## src/rtl/msp430_trace_pkg.sv

```systemverilog
// Shared types for the MSP430 retired-instruction trace consumer.
// Event codes, the queued event record and the marker opcode.
package msp430_trace_pkg;

   typedef enum logic [3:0] {
      EV_NONE      = 4'd0,
      EV_EXIT      = 4'd1,
      EV_TRACE_ON  = 4'd2,
      EV_TRACE_OFF = 4'd3,
      EV_PUTC      = 4'd4,
      EV_REPORT    = 4'd5
   } ev_code_t;

   typedef struct packed {
      logic [3:0]  code;
      logic [31:0] data;
      logic [31:0] pc;
      logic [15:0] id;
   } trace_event_t;

   localparam logic [11:0] EVT_OPC_DEFAULT = 12'h430;

   // Only codes 1..5 are meaningful; 0 is a plain NOP marker
   function automatic logic is_known_code(input logic [3:0] c);
      return (c >= EV_EXIT) && (c <= EV_REPORT);
   endfunction

endpackage

```

## src/rtl/msp430_trace_event_fifo.sv

```systemverilog
// Synchronous show-ahead FIFO of trace event records.
// Wrap-bit pointers; a pop in the same cycle lets a full FIFO accept a push.
module msp430_trace_event_fifo
   import msp430_trace_pkg::*;
#(
   parameter int DEPTH = 8
) (
   input  logic         clk,
   input  logic         rst,
   input  logic         push,
   input  logic         pop,
   input  trace_event_t din,
   output trace_event_t dout,
   output logic         full,
   output logic         empty
);

   localparam int AW = $clog2(DEPTH);

   logic [AW:0]  wr_ptr;
   logic [AW:0]  rd_ptr;
   trace_event_t mem [DEPTH];
   logic         do_push;
   logic         do_pop;

   assign empty   = (wr_ptr == rd_ptr);
   assign full    = (wr_ptr[AW] != rd_ptr[AW]) &&
                    (wr_ptr[AW-1:0] == rd_ptr[AW-1:0]);
   assign do_pop  = pop && !empty;
   assign do_push = push && (!full || do_pop);

   // Head is masked to zero when empty so outputs are clean after reset
   assign dout = empty ? '0 : mem[rd_ptr[AW-1:0]];

   // Pointer update; reset flushes the queue
   always_ff @(posedge clk) begin
      if (rst) begin
         wr_ptr <= '0;
         rd_ptr <= '0;
      end else begin
         if (do_push) wr_ptr <= wr_ptr + 1'b1;
         if (do_pop)  rd_ptr <= rd_ptr + 1'b1;
      end
   end

   // Storage write; contents are meaningless until the pointers cover them
   always_ff @(posedge clk) begin
      if (do_push) mem[wr_ptr[AW-1:0]] <= din;
   end

endmodule

```

## src/rtl/msp430_trace_event_decoder.sv

```systemverilog
// Per-core trace consumer: r3 shadow, marker decode, event queue,
// exit latch, dropped-event counter and all-cores-done flag.
module msp430_trace_event_decoder
   import msp430_trace_pkg::*;
#(
   parameter logic [15:0] ID         = 16'd0,
   parameter int          NUM_CORES  = 4,
   parameter logic [11:0] EVT_OPC    = EVT_OPC_DEFAULT,
   parameter int          FIFO_DEPTH = 8,
   parameter int          DROP_W     = 8
) (
   input  logic                 clk,
   input  logic                 rst,
   input  logic                 tr_valid,
   input  logic [31:0]          tr_pc,
   input  logic [15:0]          tr_insn,
   input  logic                 tr_wben,
   input  logic [4:0]           tr_wbreg,
   input  logic [31:0]          tr_wbdata,
   output logic                 ev_valid,
   input  logic                 ev_ready,
   output logic [3:0]           ev_code,
   output logic [31:0]          ev_data,
   output logic [31:0]          ev_pc,
   output logic [15:0]          ev_id,
   output logic                 termination,
   output logic [31:0]          exit_code,
   input  logic [NUM_CORES-1:0] termination_all,
   output logic                 all_done,
   output logic [DROP_W-1:0]    drop_cnt
);

   logic [31:0]  r3;
   logic         detect;
   logic         is_exit;
   logic         pop;
   logic         full;
   logic         empty;
   logic         drop;
   trace_event_t din;
   trace_event_t head;

   assign detect  = tr_valid && (tr_insn[15:4] == EVT_OPC) &&
                    is_known_code(tr_insn[3:0]);
   assign is_exit = detect && (tr_insn[3:0] == EV_EXIT);
   assign pop     = ev_valid && ev_ready;
   assign drop    = detect && full && !pop;

   // Event carries the r3 value seen before this record's writeback
   assign din = '{code: tr_insn[3:0], data: r3, pc: tr_pc, id: ID};

   msp430_trace_event_fifo #(
      .DEPTH (FIFO_DEPTH)
   ) u_fifo (
      .clk   (clk),
      .rst   (rst),
      .push  (detect),
      .pop   (pop),
      .din   (din),
      .dout  (head),
      .full  (full),
      .empty (empty)
   );

   assign ev_valid = !empty;
   assign ev_code  = head.code;
   assign ev_data  = head.data;
   assign ev_pc    = head.pc;
   assign ev_id    = head.id;

   // Shadow r3 from the writeback stream
   always_ff @(posedge clk) begin
      if (rst) begin
         r3 <= '0;
      end else if (tr_valid && tr_wben && tr_wbreg == 5'd3) begin
         r3 <= tr_wbdata;
      end
   end

   // Latch the first exit; independent of FIFO space
   always_ff @(posedge clk) begin
      if (rst) begin
         termination <= 1'b0;
         exit_code   <= '0;
      end else if (is_exit && !termination) begin
         termination <= 1'b1;
         exit_code   <= r3;
      end
   end

   // Count events lost to a full queue, saturating
   always_ff @(posedge clk) begin
      if (rst) begin
         drop_cnt <= '0;
      end else if (drop && drop_cnt != {DROP_W{1'b1}}) begin
         drop_cnt <= drop_cnt + 1'b1;
      end
   end

   // Registered AND of every core's termination flag
   always_ff @(posedge clk) begin
      if (rst) begin
         all_done <= 1'b0;
      end else begin
         all_done <= &termination_all;
      end
   end

endmodule

```

## config.mk

```make
export PLATFORM = sky130hd
export DESIGN_NAME = msp430_trace_event_decoder
export DESIGN_NICKNAME = d
export VERILOG_FILES = /design/src/rtl/msp430_trace_pkg.sv /design/src/rtl/msp430_trace_event_fifo.sv /design/src/rtl/msp430_trace_event_decoder.sv
export SDC_FILE = /design/constraint.sdc
export NUM_CORES = 1
export LEC_CHECK = 0
export ABC_AREA = 1
export CELL_PAD_IN_SITES_DETAIL_PLACEMENT = 1
export CELL_PAD_IN_SITES_GLOBAL_PLACEMENT = 2
export CORE_ASPECT_RATIO = 1.4
export CORE_UTILIZATION = 37
export DETAILED_ROUTE_END_ITERATION = 10
export PLACE_DENSITY = 0.75
export SLEW_MARGIN = 20
export SYNTH_ARGS = -nofsm -noshare
export SYNTH_HDL_FRONTEND = slang
export SYNTH_HIERARCHICAL = 1
export SYNTH_SLANG_ARGS = --single-unit
export TNS_END_PERCENT = 30
```

## constraint.sdc

```tcl
create_clock -name clk -period 6.9 [get_ports clk]
set_input_delay 1.725 -clock clk [delete_from_list [all_inputs] [get_ports clk]]
set_output_delay 1.725 -clock clk [all_outputs]
set_load 0.02 [all_outputs]
```

==> summary.md, run 1 <==
| Metric | Value |
|---|---|
| Number of clock sinks | 757 |
| Critical path endpoint category | output port |
| RSZ-0062 raised after global routing | false |
| Worst-case setup margin in the final layout | 1.443 ns |
| Worst R2R Path Depth | 10 |
| Total gr overflow | 0 |
| Reg-to-reg critical path startpoint | u_fifo/rd_ptr[3] |
| Actual slew at the worst max-slew pin | 1.132 ns |
| Pwr per Cell Area | 258.3 nW/µm² |
| Final count of negative-setup-slack endpoints | 0 |
| CP Launch Type | register |
| Resized cells post-CTS | 0 |
| Setup WS pre-CTS | 1.412 ns |
| Number of failing hold endpoints at the final stage | 0 |
| Master cell of the clock root buffer | sky130_fd_sc_hd__clkbuf_16 |
| Maximum number of pins on one net before global-route repair | 163 |
| Clock period minus final worst setup slack | 5.457 ns |
| Post-route DRC | 0 |
| H-tree depth reported by CTS | 3 |
| IO buf count | 220 |
| Worst Hold Path EP | exit_code[30] |
| Drt pass-1 iters | 4 |
| Layout Nets | 2799 |
| Syn avg cell area | 12.49 µm² |
| Maximum achievable frequency | 183.3 MHz |
| Gpl congestion | 0.7385 |
| Clock buffer count from CTS | 78 |
| Maximum VDD drop | 0.1633 mV |
| Synth unique cells | 33 |
| Drt initial violations | 966 |
| R2r setup slk | 2.55 ns |
| Cell Count Post-Placement | 3675 |
| Final Non-Filler Cells | 3815 |
| Signed area change from the synthesized netlist to the final layout | 20.89% |
| IO Count | 221 |
| Site Rows | 122 |
| Leakage power | 12.35 nW |
| Result of the run | complete, no violations |
| Initial antenna violation count | 1 |
| Most used flip-flop cell after synthesis | sky130_fd_sc_hd__edfxtp_1 |
| Setup bufs post-CTS | 0 |
| Synth warn | 6 |
| TritonCTS clock tree | done |
| Post-route design area | 36040 µm² |
| Final Max Tran Viols | 0 |
| Post-synthesis register bit count | 757 |
| Top fanout value on the critical path | 61 |
| Endpoint required time on the critical path | 5.18 ns |
| Routed vias | 19311 |
| Final routed wire length divided by cell count | 20.62 µm |
| Most common cell after layout, fill and taps aside | sky130_fd_sc_hd__nor2_1 |
| Final wirelength | 78.66 mm |
| Clock network latency to the later pin of the worst-skew pair | 0.63 ns |
| Floorplan die height | 337.9 µm |
| Die outline width | 241.9 µm |
| Share of synthesized area occupied by flip-flops and latches | 73.39% |
| Initial core utilization | 37.56% |
| Category of the most critical setup path | reg2out |
| Post-Route Skew | 0.02066 ns |
| Worst min-delay path category | reg2reg |
| Startpoint of the worst hold path | exit_code[30] |
| Vias in the first global route | 21199 |
| Number of fill cells in the layout | 8305 |
| Share of final-layout standard cells stronger than drive strength 1 | 6.341% |
| Number of nets still failing antenna checks after routing | 0 |
| Post-Place Cell Area | 33440 µm² |
| Remaining max-slew budget at the tightest pin | 24.52% |
| Number of enable flip-flop cells after synthesis | 672 |
| Detail Placement HPWL | 44.65 mm |
| Utilization after layout | 45.41% |
| Gr usage total | 19.30% |
| Final sum of negative setup slack | 0 ns |
| Hold-fix buffers at CTS | 0 |
| Worst endpoint data arrival time | 3.73 ns |
| Worst setup path startpoint | u_fifo/wr_ptr[0] |
| Wire length of the first global-routing pass | 121.9 mm |
| R2r endpoint | u_fifo/mem[2][37] |
| Async set-reset flop share out of synthesis | 0% |
| Leading cell types in the layout, fill and taps excluded | sky130_fd_sc_hd__nor2_1 (673), sky130_fd_sc_hd__edfxtp_1 (672), sky130_fd_sc_hd__o21ai_0 (303), sky130_fd_sc_hd__clkdlybuf4s50_1 (220), sky130_fd_sc_hd__o21ai_1 (182) |
| Final period util | 79.08% |
| Max clock buf depth | 3 |
| Post-synthesis cell count | 2388 |
| Netlist area before placement | 29820 µm² |
| CTS clk-pin slew, worst paths | 0.06 ns |
| Area inside the core boundary | 79380 µm² |
| Number of max-cap violations | 0 |
| Cells on Worst Hold Path | 2 |
| Vias/cell | 5.062 |
| Area of the die | 81740 µm² |
==> kinds of logic (layout without fill, tap and decap cells) <==
kind of cell | Yosys count | count (layout) | synth area share [%]
other | 1 | 129 | 0.01258
buffers and inverters | 188 | 433 | 3.323
adders and majority gates | 3 | 3 | 0.1259
and+or+nand+nor | 770 | 770 | 10.06
xor gates and xnor gates | 8 | 8 | 0.2350
muxes | 84 | 84 | 2.820
DFF | 757 | 757 | 73.39
AOI/OAI and AO/OA | 577 | 577 | 10.04
==> Yosys cell counts, types with 2 or more instances <==
library cell	count	area, µm²
sky130_fd_sc_hd__edfxtp_1	672	20180
sky130_fd_sc_hd__nand2_4	2	22.52
sky130_fd_sc_hd__nand3_1	16	80.08
sky130_fd_sc_hd__o21ai_0	303	1516
sky130_fd_sc_hd__o22ai_1	84	525.5
sky130_fd_sc_hd__buf_4	12	90.09
sky130_fd_sc_hd__dfxtp_1	85	1702
sky130_fd_sc_hd__nand4_1	7	43.79
sky130_fd_sc_hd__xnor2_1	3	26.28
sky130_fd_sc_hd__inv_1	34	127.6
sky130_fd_sc_hd__buf_2	30	150.1
sky130_fd_sc_hd__clkbuf_1	65	244.0
sky130_fd_sc_hd__o21ai_1	182	910.9
sky130_fd_sc_hd__nor3_1	3	15.01
sky130_fd_sc_hd__buf_1	18	67.56
sky130_fd_sc_hd__ha_1	3	37.54
sky130_fd_sc_hd__inv_2	6	22.52
sky130_fd_sc_hd__buf_12	3	60.06
sky130_fd_sc_hd__nor2_1	680	2552
sky130_fd_sc_hd__mux2i_1	84	840.8
sky130_fd_sc_hd__nor2_4	2	22.52
sky130_fd_sc_hd__a21oi_1	8	40.04
sky130_fd_sc_hd__xor2_1	5	43.79
sky130_fd_sc_hd__nand2_1	55	206.5
sky130_fd_sc_hd__buf_6	18	202.7
==> sequential cells by signal (all words and copies together), names as in the netlist, named ones only <==
name / count
exit_code: 32
u_fifo/mem: 672
u_fifo/wr_ptr: 4
all_done: 1
r3: 32
termination: 1
drop_cnt: 8
u_fifo/rd_ptr: 4
==> per-layer routing <==
layer | GRT usage (%) | vias up | share of wire, %
li1 | - | 9054 | -
met1 | 22.56 | 9776 | 41
met2 | 36.05 | 365 | 52
met3 | 3.206 | 116 | 4.0
met4 | 5.790 | 0 | 2.2
met5 | 0 | - | 0
==> where the power goes <==
| group | switching (mW) | internal [mW] | leakage [nW] |
|---|---|---|---|
| registers | 0.00410 | 4.96 | 7.21 |
| clock network | 1.76 | 2.48 | 1.26 |
| logic | 0.0571 | 0.0541 | 3.88 |
| total | 1.82 | 7.49 | 12.3 |
==> cell type report <==
type                            count  area [µm²]  area share (%)
Multi-Input combinational cell   1570        7481           20.75
Tap cell                         1054        1319           3.659
Clock buffer                      106        2286           6.342
Antenna cell                        1       2.502        0.006943
Sequential cell                   757       21890           60.74
Timing Repair Buffer              254        2595           7.199
Clock inverter                     32       296.5          0.8227
Inverter                           41       172.7          0.4790
==> per-stage QoR <==
step	total power, mW	hold slack (ns)
after floorplan	5.085	0.4689
after global placement	5.168	0.4716
after detailed placement	5.170	0.4789
after CTS	9.429	0.4995
after global routing	9.600	0.5212
final	9.311	0.4951
==> worst max-delay path, cell delays in order, from the launching register on <==
cell and delay, ns:
sky130_fd_sc_hd__dfxtp_1 0.47, sky130_fd_sc_hd__inv_2 0.08, sky130_fd_sc_hd__nand2_1 0.06, sky130_fd_sc_hd__nand2_1 0.08, sky130_fd_sc_hd__nor2_4 0.17, sky130_fd_sc_hd__nand3_4 0.75
sky130_fd_sc_hd__buf_4 0.61, sky130_fd_sc_hd__o21ai_1 0.20, sky130_fd_sc_hd__nor2_1 0.09, sky130_fd_sc_hd__clkdlybuf4s50_1 0.56
==> worst max path at each step <==
stage	cells past startpoint	end	slack, ns
floorplan	7	u_fifo/mem[1][0]	0.11
global placement	9	u_fifo/mem[0][54]	1.46
detailed placement	8	u_fifo/mem[0][54]	1.41
CTS	9	ev_data[18]	1.35
global route	7	ev_data[2]	1.22
finish	9	ev_data[18]	1.44
Note: power is estimated with default switching activity, not from simulation.
==> run 2: changes to the inputs <==
- CORE_UTILIZATION: 37 -> 41
- PLACE_DENSITY: 0.75 -> 0.79
- clock period: 6.9 -> 5.1 ns (I/O delays scaled with it)
==> run 2 against run 1 <==
Total power grew 31%. Final cell count is 2.6% lower. Clock power grew 25%. Critical path depth decreased by 2. Utilization up 4.8 points. Die area is 9.7% lower. Sequential power increased by 35%.
==> summary.md, run 2 (synthesis results as in run 1) <==
| Metric | Value |
|---|---|
| Final wirelength | 78.13 mm (-0.68%) |
| Net switching power figure | 2.335 mW (+28%) |
| Die outline width | 229.9 µm (-5.0%) |
| TritonCTS clock tree | done |
| Sw Share | 19.16% (-0.43 points) |
| Signed area change from the synthesized netlist to the final layout | 20.85% (about the same) |
| Startpoint of the worst hold path | exit_code[27] |
| Hold-fix buffers at CTS | 0 (unchanged) |
| R2r setup slk | 1.30 ns (-1.25 ns) |
| Worst Hold Path EP | exit_code[27] |
| Number of nets still failing antenna checks after routing | 0 (unchanged) |
| Leakage power | 12.40 nW (+0.41%) |
| Vias/cell | 5.211 (+3.0%) |
| Initial antenna violation count | 0 (-1) |
| Max clock buf depth | 3 (unchanged) |
| Gpl congestion | 0.7667 (+3.8%) |
| Maximum achievable frequency | 212.5 MHz |
| Portion of total power attributed to combinational logic | 1.3% (about the same) |
| Clock buffer count from CTS | 74 (-5.1%) |
| Number of fill cells in the layout | 7431 (-11%) |
| H-tree depth reported by CTS | 3 (unchanged) |
| Site Rows | 116 (-4.9%) |
| Total gr overflow | 0 (unchanged) |
| Number of clock sinks | 757 (unchanged) |
| Final Max Tran Viols | 0 (unchanged) |
| Most common cell after layout, fill and taps aside | sky130_fd_sc_hd__nor2_1 |
| Endpoint required time on the critical path | 3.83 ns (-1.35 ns) |
| Reg-to-reg critical path startpoint | u_fifo/rd_ptr[3] |
| Post-Route Skew | 0.02123 ns (+0.0005664 ns) |
| Clock network latency to the later pin of the worst-skew pair | 0.62 ns (about the same) |
| Post-route DRC | 0 (unchanged) |
| Gr usage total | 21.36% (+2.1 points) |
| Initial core utilization | 41.59% (+4.0 points) |
| Actual slew at the worst max-slew pin | 1.065 ns (-0.06682 ns) |
| IO buf count | 220 (unchanged) |
| Final routed wire length divided by cell count | 21.02 µm (+1.9%) |
| Worst R2R Path Depth | 12 (+2) |
| Number of antenna repair diodes | 0 (-1) |
| Floorplan die height | 321.1 µm (-5.0%) |
| Final sum of negative setup slack | 0 ns (unchanged) |
| Wire length of the first global-routing pass | 121.3 mm (-0.46%) |
| Pwr per Cell Area | 338.3 nW/µm² (+31%) |
| Pint | 9.855 mW (+32%) |
| Area of the die | 73820 µm² (-9.7%) |
| Drt pass-1 iters | 5 (+1) |
| IO Count | 221 (unchanged) |
| CTS clk-pin slew, worst paths | 0.06 ns (about the same) |
| RSZ-0062 raised after global routing | false |
| Area inside the core boundary | 71700 µm² (-9.7%) |
| Final count of negative-setup-slack endpoints | 0 (unchanged) |
| Leading cell types in the layout, fill and taps excluded | sky130_fd_sc_hd__nor2_1 (673), sky130_fd_sc_hd__edfxtp_1 (672), sky130_fd_sc_hd__o21ai_0 (303), sky130_fd_sc_hd__clkdlybuf4s50_1 (220), sky130_fd_sc_hd__o21ai_1 (182) |
| Layout Nets | 2815 (+0.57%) |
| Setup bufs post-CTS | 0 (unchanged) |
| Vias in the first global route | 20992 (-0.98%) |
| Detail Placement HPWL | 48.37 mm (+8.3%) |
| Remaining max-slew budget at the tightest pin | 28.89% (+4.4 points) |
| Number of failing hold endpoints at the final stage | 0 (unchanged) |
| Critical path endpoint category | output port |
| Cells on Worst Hold Path | 2 (unchanged) |
| Routed vias | 19370 (+0.31%) |
| Top fanout value on the critical path | 142 (+130%) |
| Clock group share of total power | 43.7% (-1.8 points) |
| Category of the most critical setup path | reg2out |
| Clock period minus final worst setup slack | 4.706 ns |
| Result of the run | complete, no violations |
| Sequential group share of total power | 55.1% (+1.8 points) |
| Final period util | 92.27% |
| Drt initial violations | 1125 (+16%) |
| R2r endpoint | u_fifo/mem[3][57] |
| Max reg flops | 672 (unchanged) |
| Share of final-layout standard cells stronger than drive strength 1 | 6.599% (+0.26 points) |
| Worst min-delay path category | reg2reg |
| Resized cells post-CTS | 0 (unchanged) |
| Master cell of the clock root buffer | sky130_fd_sc_hd__clkbuf_16 |
| CP Launch Type | register |
| Worst endpoint data arrival time | 3.43 ns (-0.30 ns) |
| Number of max-cap violations | 0 (unchanged) |
| Maximum number of pins on one net before global-route repair | 157 (-3.7%) |
| Maximum VDD drop | 0.2174 mV (+33%) |
| Min Hold Slack | 0.4935 ns (-0.001668 ns) |
run 2: changes by cell type in the layout (fill, tap and decap cells not counted), moves of 2 or more:
cell                         previous run  this run
sky130_fd_sc_hd__buf_12                11        28
sky130_fd_sc_hd__buf_4                 23        26
sky130_fd_sc_hd__clkbuf_16             85        78
sky130_fd_sc_hd__clkbuf_8               8         6
sky130_fd_sc_hd__clkinv_1              11        15
sky130_fd_sc_hd__clkinv_2               7        11
sky130_fd_sc_hd__clkinv_4               4         0
sky130_fd_sc_hd__clkinv_8               2         0
sky130_fd_sc_hd__clkinvlp_4             3         1
sky130_fd_sc_hd__inv_6                  1         3
run 2: worst max-delay path by stage:
| stage | startpoint | to | depth (start not counted) |
|---|---|---|---|
| final | register | ev_data[1] | 7 |
| after global routing | register | ev_data[0] | 8 |
| after floorplan | tr_insn[11] | u_fifo/mem[1][0] | 7 |
| after global placement | tr_insn[3] | u_fifo/mem[3][56] | 10 |
| after detailed placement | tr_insn[1] | u_fifo/mem[3][56] | 9 |
| after CTS | register | ev_data[1] | 7 |
run 2: metal layers:
metal / vias up / global-route usage [%] / part of all wire [%]
met5: - / 0 / 0
met1: 9816 / 25.70 / 41
met3: 108 / 3.227 / 3.6
met2: 360 / 38.96 / 53
li1: 9086 / - / -
met4: 0 / 6.711 / 2.2
run 2: critical path, stage by stage, from the launching register on:
cell and delay [ns]:
sky130_fd_sc_hd__dfxtp_4 0.44, sky130_fd_sc_hd__inv_8 0.66, sky130_fd_sc_hd__buf_4 0.41, sky130_fd_sc_hd__nor2_1 0.08, sky130_fd_sc_hd__o21ai_1 0.21, sky130_fd_sc_hd__o21ai_1 0.10
sky130_fd_sc_hd__nor2_1 0.19, sky130_fd_sc_hd__clkdlybuf4s50_1 0.64
run 2: final cells by class:
class,instances,area (µm²),area share [%]
sequential,757,21890,60.76
multi-input combinational,1570,7481,20.76
timing repair buffer,274,2958,8.209
clock buffer,98,2087,5.792
tap,944,1181,3.278
clock inverter,33,260.3,0.7223
inverter,41,172.7,0.4792
run 2: through the flow:
step	cells	power (mW)	instance area, µm²	utilization [%]	setup WS, ns
2_1_floorplan	2515	6.880	30290	-	-1.240
5_1_grt	3717	12.54	36030	50.25	0.1788
3_3_place_gp	3586	6.996	33680	46.98	0.7682
3_5_place_dp	3586	7.000	33680	46.98	0.7425
6_report	3717	12.19	36030	50.25	0.3940
4_1_cts	3717	12.32	36030	50.25	0.3361
run 2: power groups by stage:
stage | Sequential (mW) | Combinational, mW | Clock (mW)
2_1_floorplan | 6.85 | 0.0344 | 0
3_3_place_gp | 6.85 | 0.150 | 0
3_5_place_dp | 6.85 | 0.154 | 0
4_1_cts | 6.71 | 0.155 | 5.45
5_1_grt | 6.71 | 0.175 | 5.65
6_report | 6.71 | 0.156 | 5.32
